**config.mk**
```make
export PLATFORM = sky130hd
export DESIGN_NAME = uart_tx_cfg
export DESIGN_NICKNAME = d
export VERILOG_FILES = /design/src/rtl/uart_tx_cfg.sv
export SDC_FILE = /design/constraint.sdc
export NUM_CORES = 1
export LEC_CHECK = 0
export CORE_ASPECT_RATIO = 1.4
export CORE_MARGIN = 5
export CORE_UTILIZATION = 62
export CTS_CLUSTER_DIAMETER = 40
export DETAILED_ROUTE_END_ITERATION = 12
export PLACE_DENSITY = 0.95
export SETUP_SLACK_MARGIN = 0.2
export SLEW_MARGIN = 30
export SYNTH_ARGS = -nofsm -noshare
export SYNTH_HDL_FRONTEND = slang
export SYNTH_SLANG_ARGS = --single-unit
```
**constraint.sdc**
```tcl
create_clock -name clk -period 6 [get_ports clk]
set_input_delay 0.6 -clock clk [delete_from_list [all_inputs] [get_ports clk]]
set_output_delay 0.6 -clock clk [all_outputs]
set_load 0.05 [all_outputs]
```
**src/rtl/uart_tx_cfg.sv**
```systemverilog
`default_nettype none
// ============================================================================
// uart_tx_cfg : FIFO-buffered UART transmitter, configurable width/parity/stop
// Revision    : 1.0
// ============================================================================
module uart_tx_cfg #(
    parameter int DATA_W     = 8,
    parameter int PARITY     = 0,
    parameter int STOP_BITS  = 1,
    parameter int FIFO_DEPTH = 4
) (
    input  logic                              clk,
    input  logic                              rst_n,
    input  logic                              tx_send,
    input  logic [DATA_W-1:0]                 data_in,
    input  logic                              baud_en_tx,
    output logic                              tx_ready,
    output logic                              tx_data_out,
    output logic                              tx_active,
    output logic                              tx_done,
    output logic [$clog2(FIFO_DEPTH+1)-1:0]   fifo_level,
    output logic                              overflow
);

    localparam int                LVL_W     = $clog2(FIFO_DEPTH + 1);
    localparam int                PTR_W     = $clog2(FIFO_DEPTH);
    localparam int                IDX_W     = $clog2(DATA_W);
    localparam logic [LVL_W-1:0]  FULL_LVL  = LVL_W'(FIFO_DEPTH);
    localparam logic [IDX_W-1:0]  LAST_IDX  = IDX_W'(DATA_W - 1);
    localparam logic              STOP_LAST = (STOP_BITS == 2);
    localparam logic              ODD_PAR   = (PARITY == 1);

    typedef enum logic [2:0] {
        S_IDLE  = 3'd0,
        S_START = 3'd1,
        S_DATA  = 3'd2,
        S_PAR   = 3'd3,
        S_STOP  = 3'd4
    } state_t;

    logic [DATA_W-1:0] mem_q [FIFO_DEPTH];
    logic [PTR_W-1:0]  wr_ptr_q;
    logic [PTR_W-1:0]  rd_ptr_q;
    logic [LVL_W-1:0]  level_q;
    logic [LVL_W-1:0]  level_d;
    logic              ready_q;
    logic              overflow_q;

    state_t            state_q;
    logic [DATA_W-1:0] shift_q;
    logic [IDX_W-1:0]  idx_q;
    logic              stop_cnt_q;
    logic              par_q;
    logic              line_q;
    logic              active_q;
    logic              done_q;

    logic              push;
    logic              pop;
    logic              stop_last;
    logic [DATA_W-1:0] head;

    // Ready comes from the registered level, so a full FIFO rejects a push even
    // when the transmitter pops in the same cycle.
    assign push      = tx_send & ready_q;
    assign stop_last = (stop_cnt_q == STOP_LAST);
    assign pop       = baud_en_tx & (level_q != '0) &
                       ((state_q == S_IDLE) | ((state_q == S_STOP) & stop_last));
    assign head      = mem_q[rd_ptr_q];

    always_comb begin
        level_d = level_q;
        case ({push, pop})
            2'b10:   level_d = level_q + 1'b1;
            2'b01:   level_d = level_q - 1'b1;
            default: level_d = level_q;
        endcase
    end

    always_ff @(posedge clk) begin
        if (push) begin
            mem_q[wr_ptr_q] <= data_in;
        end
    end

    always_ff @(posedge clk or negedge rst_n) begin
        if (!rst_n) begin
            wr_ptr_q   <= '0;
            rd_ptr_q   <= '0;
            level_q    <= '0;
            ready_q    <= 1'b1;
            overflow_q <= 1'b0;
        end else begin
            if (push) begin
                wr_ptr_q <= wr_ptr_q + 1'b1;
            end
            if (pop) begin
                rd_ptr_q <= rd_ptr_q + 1'b1;
            end
            level_q <= level_d;
            ready_q <= (level_d != FULL_LVL);
            if (tx_send && !ready_q) begin
                overflow_q <= 1'b1;
            end
        end
    end

    always_ff @(posedge clk or negedge rst_n) begin
        if (!rst_n) begin
            state_q    <= S_IDLE;
            shift_q    <= '0;
            idx_q      <= '0;
            stop_cnt_q <= 1'b0;
            par_q      <= 1'b0;
            line_q     <= 1'b1;
            active_q   <= 1'b0;
            done_q     <= 1'b0;
        end else begin
            done_q <= 1'b0;
            if (baud_en_tx) begin
                case (state_q)
                    S_IDLE: begin
                        if (pop) begin
                            state_q  <= S_START;
                            shift_q  <= head;
                            par_q    <= (^head) ^ ODD_PAR;
                            line_q   <= 1'b0;
                            active_q <= 1'b1;
                        end
                    end
                    S_START: begin
                        state_q <= S_DATA;
                        idx_q   <= '0;
                        line_q  <= shift_q[0];
                    end
                    S_DATA: begin
                        if (idx_q == LAST_IDX) begin
                            if (PARITY != 0) begin
                                state_q <= S_PAR;
                                line_q  <= par_q;
                            end else begin
                                state_q    <= S_STOP;
                                stop_cnt_q <= 1'b0;
                                line_q     <= 1'b1;
                            end
                        end else begin
                            idx_q   <= idx_q + 1'b1;
                            shift_q <= shift_q >> 1;
                            line_q  <= shift_q[1];
                        end
                    end
                    S_PAR: begin
                        state_q    <= S_STOP;
                        stop_cnt_q <= 1'b0;
                        line_q     <= 1'b1;
                    end
                    S_STOP: begin
                        if (stop_last) begin
                            done_q <= 1'b1;
                            // Back-to-back frames: next start bit follows the stop bit directly.
                            if (pop) begin
                                state_q  <= S_START;
                                shift_q  <= head;
                                par_q    <= (^head) ^ ODD_PAR;
                                line_q   <= 1'b0;
                            end else begin
                                state_q  <= S_IDLE;
                                line_q   <= 1'b1;
                                active_q <= 1'b0;
                            end
                        end else begin
                            stop_cnt_q <= stop_cnt_q + 1'b1;
                        end
                    end
                    default: begin
                        state_q  <= S_IDLE;
                        line_q   <= 1'b1;
                        active_q <= 1'b0;
                    end
                endcase
            end
        end
    end

    assign tx_ready    = ready_q;
    assign tx_data_out = line_q;
    assign tx_active   = active_q;
    assign tx_done     = done_q;
    assign fifo_level  = level_q;
    assign overflow    = overflow_q;

endmodule
`default_nettype wire

```
==> flow_summary.yaml, run 1 <==
layout:
  fin_cells: 229
  drive_gt1_share_pct: 23.7
  final_cell_mix: "edfxtp_1, dfrtp_1, clkdlybuf4s50_1"
  num_antenna_cells: 0
  synthToLayoutAreaGrowth_pct: 15.6
  nNetsFinal: 201
  layout_commonest_cell: "edfxtp_1"
  n_fill_cell: 230
global_route:
  grt_pass1_wl_um: 7780
  overflow: 0
  grt_max_degree: 27
  grt_pass1_vias: 1575
  antenna_found_initial: 0
  grtUsageTotal_pct: 19.2
route:
  avgRoutedWirePerCell_um: 19.9
  viasPerCell: 6.21
  drt-initial-drc-count: 59
  totalWireLength_um: 4560
  drc: 0
  vias: 1423
  dr.pass1.iters: 4
  drtAntennaViolNets: 0
critical_path:
  reg2reg_from: "state_q[0]"
  start_kind: "primary input"
  cp_max_fo: 9
  r2r_cells: 9
  critPathCaptureType: "flop"
  crit_arrival_ns: 3.33
  reg2reg_setup_slack_ns: 3.23
  critical_path.startpoint: "baud_en_tx"
  critPathRequiredTime_ns: 6.26
  path_class: "primary input to flop"
  crit_path_end: "tx_ready"
  regToRegEndpoint: "tx_ready"
power_and_ir_drop:
  p_comb_share_pct: 37.3
  power_switching_w: 0.000570
  swShare_pct: 34.7
  p_clk_share_pct: 21.5
  seq_power_share_pct: 41.2
  max-vdd-ir-drop_mv: 0.364
  p_per_area_nw_per_um2: 555
  power.static_leakage_nw: 1.20
  intPower_w: 0.00107
sta:
  post-route-period-util_pct: 51.2
  fin_setup_tns_ns: 0
  hold_violations: 0
  tightest_slew_ns: 0.599
  finalClockSkew_ns: 0.00508
  finalMaxSlewViolations: 0
  relSlewSlack_pct: 60.0
  finalSetupViolCount: 0
  rsz0062_at_grt: "no"
  min_period_ns: 3.07
  fmax_mhz: 326
clock_tree:
  clock-sinks: 58
  numCtsBuffers: 9
  htreeDepth: 3
  cts_tree: "built"
  cts_resized: 0
  cts_hold_buf: 0
  cts_max_path_buffers: 2
  root_buffer: "clkbuf_8"
  clkTransAtPathRegs_ns: 0.07
  postCtsSetupBuffers: 0
  clk_latency_ns: 0.33
placed_design:
  dp.cells: 213
  port_buffers: 19
  gp_congestion: 0.807
  hpwl_um: 3210
floorplan:
  io_pins: 20
  dieArea_um2: 5540
  fp-row-count: 27
  initial_core_util_pct: 64.4
  die_width_um: 64.4
  dieHeight_um: 86.1
  core_area_um2: 3990
min_path:
  hold_class: "primary input to asynchronous set/reset pin"
synthesis:
  synthTopCellsByArea: "edfxtp_1, dfrtp_1, mux2_4, mux4_2, ha_1"
  avgSynthCellArea_um2: 16.2
  synth_area_um2: 2570
  synth_top_area_share_pct: 37.4
  ys_seq_elements: 58
  syn_inst: 158
  syn_nets: 178
  synth.largest_area_cell: "edfxtp_1"
  synth-seq-area-share_pct: 62.9
  yosys_warnings: 0
  post_synth_num_cell_types: 35
run:
  max_cap_viol_count: 0
outcome:
  status: "finished, final reports clean"
[logic make-up after synthesis]
family / Yosys count / share of synthesized area, %
DFF: 58 / 62.9
muxes: 26 / 16.9
and+or+nand+nor: 22 / 4.97
AOI/OAI and AO/OA: 21 / 6.09
buffers and inverters: 18 / 3.27
adders and majority gates: 8 / 4.19
xor gates and xnor gates: 5 / 1.71
[registers in the layout, indices dropped and copies added, names as in the netlist]
| signal | count |
|---|---|
| mem_q | 32 |
| shift_q | 8 |
| fifo_level | 3 |
| idx_q | 3 |
| state_q | 3 |
| rd_ptr_q | 2 |
| wr_ptr_q | 2 |
| overflow | 1 |
| tx_active | 1 |
| tx_data_out | 1 |
| tx_done | 1 |
| tx_ready | 1 |
[layer usage]
metal  track usage (%)  vias up  wire length (um)
met5                 0        -                 0
met4              10.0        0                95
met3              5.77       10               159
met2              32.7       33              2500
met1              21.7      736              1800
li1                  -      644                 -
[through the flow]
stage | instance area [um^2] | hold slack [ns] | power (W) | util, % | worst slack, ns
after floorplan | 2570 | 0.304 | 0.00115 | - | 3.53
after global placement | 2770 | 0.444 | 0.00124 | 69.4 | 2.83
after detailed placement | 2760 | 0.467 | 0.00130 | 69.3 | 2.62
after CTS | 2970 | 0.277 | 0.00166 | 74.4 | 2.95
after global routing | 2970 | 0.290 | 0.00174 | 74.4 | 2.75
final | 2970 | 0.265 | 0.00164 | 74.4 | 2.93
[synthesized netlist by cell type]
library cell	number
and3_1	4
nand3_1	1
a22o_1	6
or3_1	3
nor3_1	1
mux2i_1	2
fa_1	1
o31a_1	1
edfxtp_1	32
xnor2_1	4
ha_1	7
a32oi_1	1
xor2_1	1
inv_1	11
dfrtp_1	24
nor4b_2	1
mux2_2	2
buf_4	2
o31ai_1	2
o32ai_1	1
nor3b_1	1
mux4_2	8
or3b_1	1
clkbuf_1	3
mux2_4	14
nor2b_1	2
o21ai_0	6
o211ai_1	1
nand2_1	8
buf_2	1
o41ai_1	1
a211o_1	1
a21o_1	1
dfstp_2	2
buf_6	1
[power groups by stage]
| stage | combinational, W | clock (W) | sequential [W] |
|---|---|---|---|
| after global placement | 0.000571 | 0 | 0.000670 |
| final | 0.000613 | 0.000354 | 0.000677 |
| after detailed placement | 0.000614 | 0 | 0.000685 |
| after floorplan | 0.000460 | 0 | 0.000689 |
| after global routing | 0.000659 | 0.000381 | 0.000700 |
| after CTS | 0.000619 | 0.000358 | 0.000679 |
[worst max-delay path, stage by stage]
cell and delay, ns:
clkdlybuf4s50_1 0.61, nor3b_1 0.39, nand2_1 0.17, inv_1 0.10
ha_1 0.21, inv_1 0.07, fa_1 0.38, xor2_1 0.16
or3_1 0.34, a211o_1 0.30
[cell type report]
| cell class | count | area, um^2 | share of cell area, % |
|---|---|---|---|
| Inverter | 11 | 41.3 | 1.39 |
| Clock buffer | 9 | 124 | 4.18 |
| Tap cell | 43 | 53.8 | 1.81 |
| Multi-Input combinational cell | 82 | 868 | 29.3 |
| Timing Repair Buffer | 19 | 185 | 6.24 |
| Clock inverter | 7 | 78.8 | 2.66 |
| Sequential cell | 58 | 1610 | 54.4 |
[worst min path at each step]
stage                   from            end  slack [ns]  cells past startpoint
floorplan              rst_n  fifo_level[0]        0.30                      0
global placement    overflow       overflow        0.44                      1
detailed placement  overflow       overflow        0.47                      1
CTS                    rst_n     shift_q[7]        0.28                      1
global route           rst_n     shift_q[7]        0.29                      1
finish                 rst_n     shift_q[7]        0.27                      1
(Power assumes the default switching activity.)
==> run 2: changes to the inputs <==
- CORE_UTILIZATION: 62 -> 52
- PLACE_DENSITY: 0.95 -> 0.87
- clock period: 6 -> 2.7 ns (I/O delays scaled with it)
==> flow_summary.yaml, run 2 (same netlist as run 1, synthesis figures left out) <==
sta:
  tightest_slew_ns: 0.569
  post-route-period-util_pct: 87.1
  finalClockSkew_ns: 0.00642
  finalMaxSlewViolations: 0
  min_period_ns: 2.35
  hold_violations: 0
  finalSetupViolCount: 0
  relSlewSlack_pct: 62.1
  fmax_mhz: 425
  fin_setup_tns_ns: 0
  rsz0062_at_grt: "no"
  timing.final.ws_setup_ns: 0.347
global_route:
  grtUsageTotal_pct: 16.1
  antenna_found_initial: 0
  grt_pass1_wl_um: 7850
  grt_pass1_vias: 1595
  grt_max_degree: 27
  overflow: 0
route:
  drt-initial-drc-count: 69
  drc: 0
  vias: 1427
  totalWireLength_um: 4570
  avgRoutedWirePerCell_um: 17.8
  dr.pass1.iters: 4
  viasPerCell: 5.57
  drtAntennaViolNets: 0
layout:
  n_fill_cell: 368
  num_antenna_cells: 0
  nNetsFinal: 207
  multiInputGateArea_um2: 873
  fin_cells: 256
  synthToLayoutAreaGrowth_pct: 18.0
  drive_gt1_share_pct: 25.0
  seq_area_um2: 1610
  final_cell_mix: "edfxtp_1, dfrtp_1, clkdlybuf4s50_1"
  reg_top3: "mem_q: 32 flops, shift_q: 8 flops"
  finish.instance_area_um2: 3030
  top_register: "mem_q"
  layout_commonest_cell: "edfxtp_1"
  largest_register_ff_count: 32
placed_design:
  dpl_cell_area_um2: 2840
  gp_congestion: 0.717
  port_buffers: 19
  dp.cells: 240
  hpwl_um: 3220
  dp_slack_ns: 0.0330
clock_tree:
  clock-sinks: 58
  cts_max_path_buffers: 2
  cts_tree: "built"
  numCtsBuffers: 9
  clk_latency_ns: 0.33
  htreeDepth: 3
  clkTransAtPathRegs_ns: 0.07
  postCtsSetupBuffers: 0
  root_buffer: "clkbuf_8"
critical_path:
  critPathRequiredTime_ns: 2.95
  reg2reg_from: "fifo_level[0]"
  start_kind: "flop"
  path_class: "flop to flop"
  regToRegEndpoint: "tx_ready"
  critPathMaxStageDelay_ns: 0.40
  slowest_stage: "dfrtp_1"
  crit_arrival_ns: 2.61
  reg2reg_setup_slack_ns: 0.35
  crit_chain: "or3_1, nand2_1, inv_1, ha_1, inv_1, fa_1, xor2_1, or3_1, a211o_1"
  critPathCaptureType: "flop"
  r2r_cells: 9
  cp_max_fo: 6
outcome:
  status: "finished, final reports clean"
floorplan:
  dieArea_um2: 6460
  initial_core_util_pct: 53.4
  core_area_um2: 4800
  fp-row-count: 30
  dieHeight_um: 93.1
  die_width_um: 69.4
  io_pins: 20
power_and_ir_drop:
  max-vdd-ir-drop_mv: 0.677
  power.static_leakage_nw: 1.24
  p_per_area_nw_per_um2: 1200
  finalPower_w: 0.00365
min_path:
  hold_class: "primary input to asynchronous set/reset pin"
run:
  max_cap_viol_count: 0
## run 2: final cells by class
type	instances	share of cell area, %
well taps	64	2.64
flip-flops and latches	58	53.3
clock inverters	7	1.98
repair buffers	25	7.77
multi-input cells	82	28.8
clock buffers	9	4.09
inverters	11	1.36
## run 2: worst max-delay path: cells and delay by family, from the launching register on
| kind | cells | cell delay, ns |
|---|---|---|
| compound gates | 1 | 0.32 |
| xor+xnor | 1 | 0.16 |
| fa+ha+maj | 2 | 0.55 |
| buf+inv | 2 | 0.13 |
| flops | 1 | 0.40 |
| simple gates | 3 | 0.70 |
## run 2: metal layers
metal  share of wire (%)  track usage (%)  routed length (um)
met1                  38             17.0                1750
met2                  57             28.4                2610
met3                 3.0             5.05                 139
met4                 1.6             8.47                  72
met5                   0                0                   0
## run 2: power breakdown
part | switching [W] | internal, W
clock | 0.000325 | 0.000414
combinational | 0.000690 | 0.000756
sequential | 0.000230 | 0.00123
total | 0.00125 | 0.00240
## run 2: worst max-delay path by stage
stage | start | end | slack [ns]
floorplan | fifo_level[0] | tx_ready | 0.23
global placement | baud_en_tx | tx_ready | 0.1
detailed placement | baud_en_tx | tx_ready | 0.03
CTS | baud_en_tx | tx_ready | 0.33
global route | fifo_level[0] | tx_ready | 0.24
finish | fifo_level[0] | tx_ready | 0.35
## run 2: stage by stage
step                utilization (%)  hold slack [ns]
finish                         63.0            0.307
global route                   63.0            0.324
CTS                            62.9            0.316
detailed placement             59.1            0.446
global placement               59.1            0.440
floorplan                         -          -0.0256
## run 2: what timing repair did
action,in CTS,in global routing
endpoints found under the setup margin,0,1
hold buffers,0,0
gates resized for setup,0,1
==> run 3: changes to the inputs <==
- GPL_TIMING_DRIVEN: not set -> 0
==> flow_summary.yaml, run 3 (same netlist as run 1, synthesis figures left out) <==
global_route:
  overflow: 0
  grtUsageTotal_pct: 15.1
  grt_max_degree: 27
  grt_pass1_vias: 1552
  antenna_found_initial: 0
  grt_pass1_wl_um: 7400
layout:
  largest_register_ff_count: 32
  n_fill_cell: 344
  drive_gt1_share_pct: 28.6
  nNetsFinal: 214
  top_register: "mem_q"
  seq_area_um2: 1620
  num_antenna_cells: 0
  fin_cells: 263
  final_cell_mix: "edfxtp_1, dfrtp_1, clkdlybuf4s50_1"
  layout_commonest_cell: "edfxtp_1"
  multiInputGateArea_um2: 882
  synthToLayoutAreaGrowth_pct: 21.6
  reg_top3: "mem_q: 32 flops, shift_q: 8 flops"
clock_tree:
  numCtsBuffers: 9
  root_buffer: "clkbuf_8"
  clock-sinks: 58
  clk_latency_ns: 0.34
  htreeDepth: 3
  cts_tree: "built"
  clkTransAtPathRegs_ns: 0.07
  cts_max_path_buffers: 2
placed_design:
  hpwl_um: 2850
  port_buffers: 19
  dp.cells: 241
  gp_congestion: 0.743
critical_path:
  path_class: "flop to flop"
  crit_arrival_ns: 2.66
  cp_max_fo: 4
  critPathRequiredTime_ns: 2.96
  r2r_cells: 9
  start_kind: "flop"
  critPathCaptureType: "flop"
floorplan:
  io_pins: 20
  initial_core_util_pct: 53.4
  fp-row-count: 30
  core_area_um2: 4800
  die_width_um: 69.4
  dieHeight_um: 93.1
  dieArea_um2: 6460
power_and_ir_drop:
  p_per_area_nw_per_um2: 1240
  intPower_w: 0.00257
  max-vdd-ir-drop_mv: 0.790
  seq_power_share_pct: 36.4
  swShare_pct: 33.4
  power.static_leakage_nw: 1.27
  p_clk_share_pct: 23.1
  power_switching_w: 0.00129
  p_comb_share_pct: 40.6
route:
  drc: 0
  dr.pass1.iters: 4
  avgRoutedWirePerCell_um: 16.8
  drt-initial-drc-count: 48
  drtAntennaViolNets: 0
  vias: 1444
  viasPerCell: 5.49
  totalWireLength_um: 4410
sta:
  finalClockSkew_ns: 0.00859
  whs_ns: 0.428
  post-route-period-util_pct: 88.7
  relSlewSlack_pct: 62.4
  min_period_ns: 2.39
  finalSetupViolCount: 0
  tightest_slew_ns: 0.564
  fmax_mhz: 418
  finalMaxSlewViolations: 0
  hold_violations: 0
  rsz0062_at_grt: "no"
  fin_setup_tns_ns: 0
outcome:
  status: "finished, final reports clean"
min_path:
  hold_depth: 3
  hold_class: "primary input to flop"
run:
  max_cap_viol_count: 0
-- run 3: cell count changes in the layout (fill, tap and decap cells not counted), sizes merged --
cell	change
buf	+4
bufinv	+1
clkbuf	+3
clkdlybuf4s50	-2
clkinv	-3
clkinvlp	+1
dlygate4sd2	+1
dlygate4sd3	+1
inv	+1
-- run 3: final timing paths --
path / startpoint / to / slack (ns)
max in group asynchronous: rst_n / state_q[1] / 1.83
worst min-delay path: baud_en_tx / tx_data_out / 0.43
worst max register to register: state_q[1] / tx_ready / 0.31
min in group asynchronous: rst_n / shift_q[6] / 0.47
worst max-delay path: state_q[1] / tx_ready / 0.31
worst min register to register: overflow / overflow / 0.46
-- run 3: cell type report --
| cell class | count | share of cell area (%) |
|---|---|---|
| Inverter | 11 | 1.32 |
| Clock inverter | 7 | 3.25 |
| Sequential cell | 58 | 51.8 |
| Multi-Input combinational cell | 82 | 28.3 |
| Buffer | 7 | 1.36 |
| Timing Repair Buffer | 25 | 7.42 |
| Clock buffer | 9 | 3.97 |
| Tap cell | 64 | 2.57 |
-- run 3: what timing repair did --
item | 4_1_cts | 5_1_grt
hold endpoints to repair | 24 | 0
buffers inserted | 0 | 5
gates cloned | 0 | 0
pin swaps | 0 | 1
hold buffers | 1 | 0
gates resized for setup | 4 | 2
setup endpoints to repair | 2 | 1
-- run 3: critical path, stage by stage, from the launching register on --
cell,delay [ns]
dfrtp_2,0.45
nor3b_4,0.25
nand2_2,0.12
inv_1,0.08
ha_1,0.18
inv_1,0.07
fa_1,0.38
xor2_1,0.15
or3_1,0.33
a211o_1,0.30
-- run 3: metrics by stage --
stage / power [W] / setup slack (ns) / util, % / area [um^2]
2_1_floorplan: 0.00255 / 0.231 / - / 2570
3_3_place_gp: 0.00285 / -0.285 / 59.0 / 2840
3_5_place_dp: 0.00290 / -0.344 / 58.9 / 2830
4_1_cts: 0.00383 / 0.216 / 64.1 / 3080
5_1_grt: 0.00407 / 0.186 / 64.9 / 3120
6_report: 0.00386 / 0.305 / 64.9 / 3120
-- run 3: routing by layer --
layer / up-vias / part of all wire [%] / wire (um) / global-route usage, %
li1: 668 / - / - / -
met1: 730 / 40 / 1760 / 16.1
met2: 36 / 54 / 2370 / 26.6
met3: 10 / 3.5 / 153 / 3.98
met4: 0 / 2.8 / 123 / 9.12
met5: - / 0 / 0 / 0
-- run 3: power groups by stage --
stage	combinational (W)	clock, W	sequential [W]
4_1_cts	0.00152	0.000910	0.00141
3_3_place_gp	0.00145	0	0.00139
2_1_floorplan	0.00102	0	0.00153
5_1_grt	0.00169	0.000942	0.00143
3_5_place_dp	0.00149	0	0.00141
6_report	0.00156	0.000889	0.00140
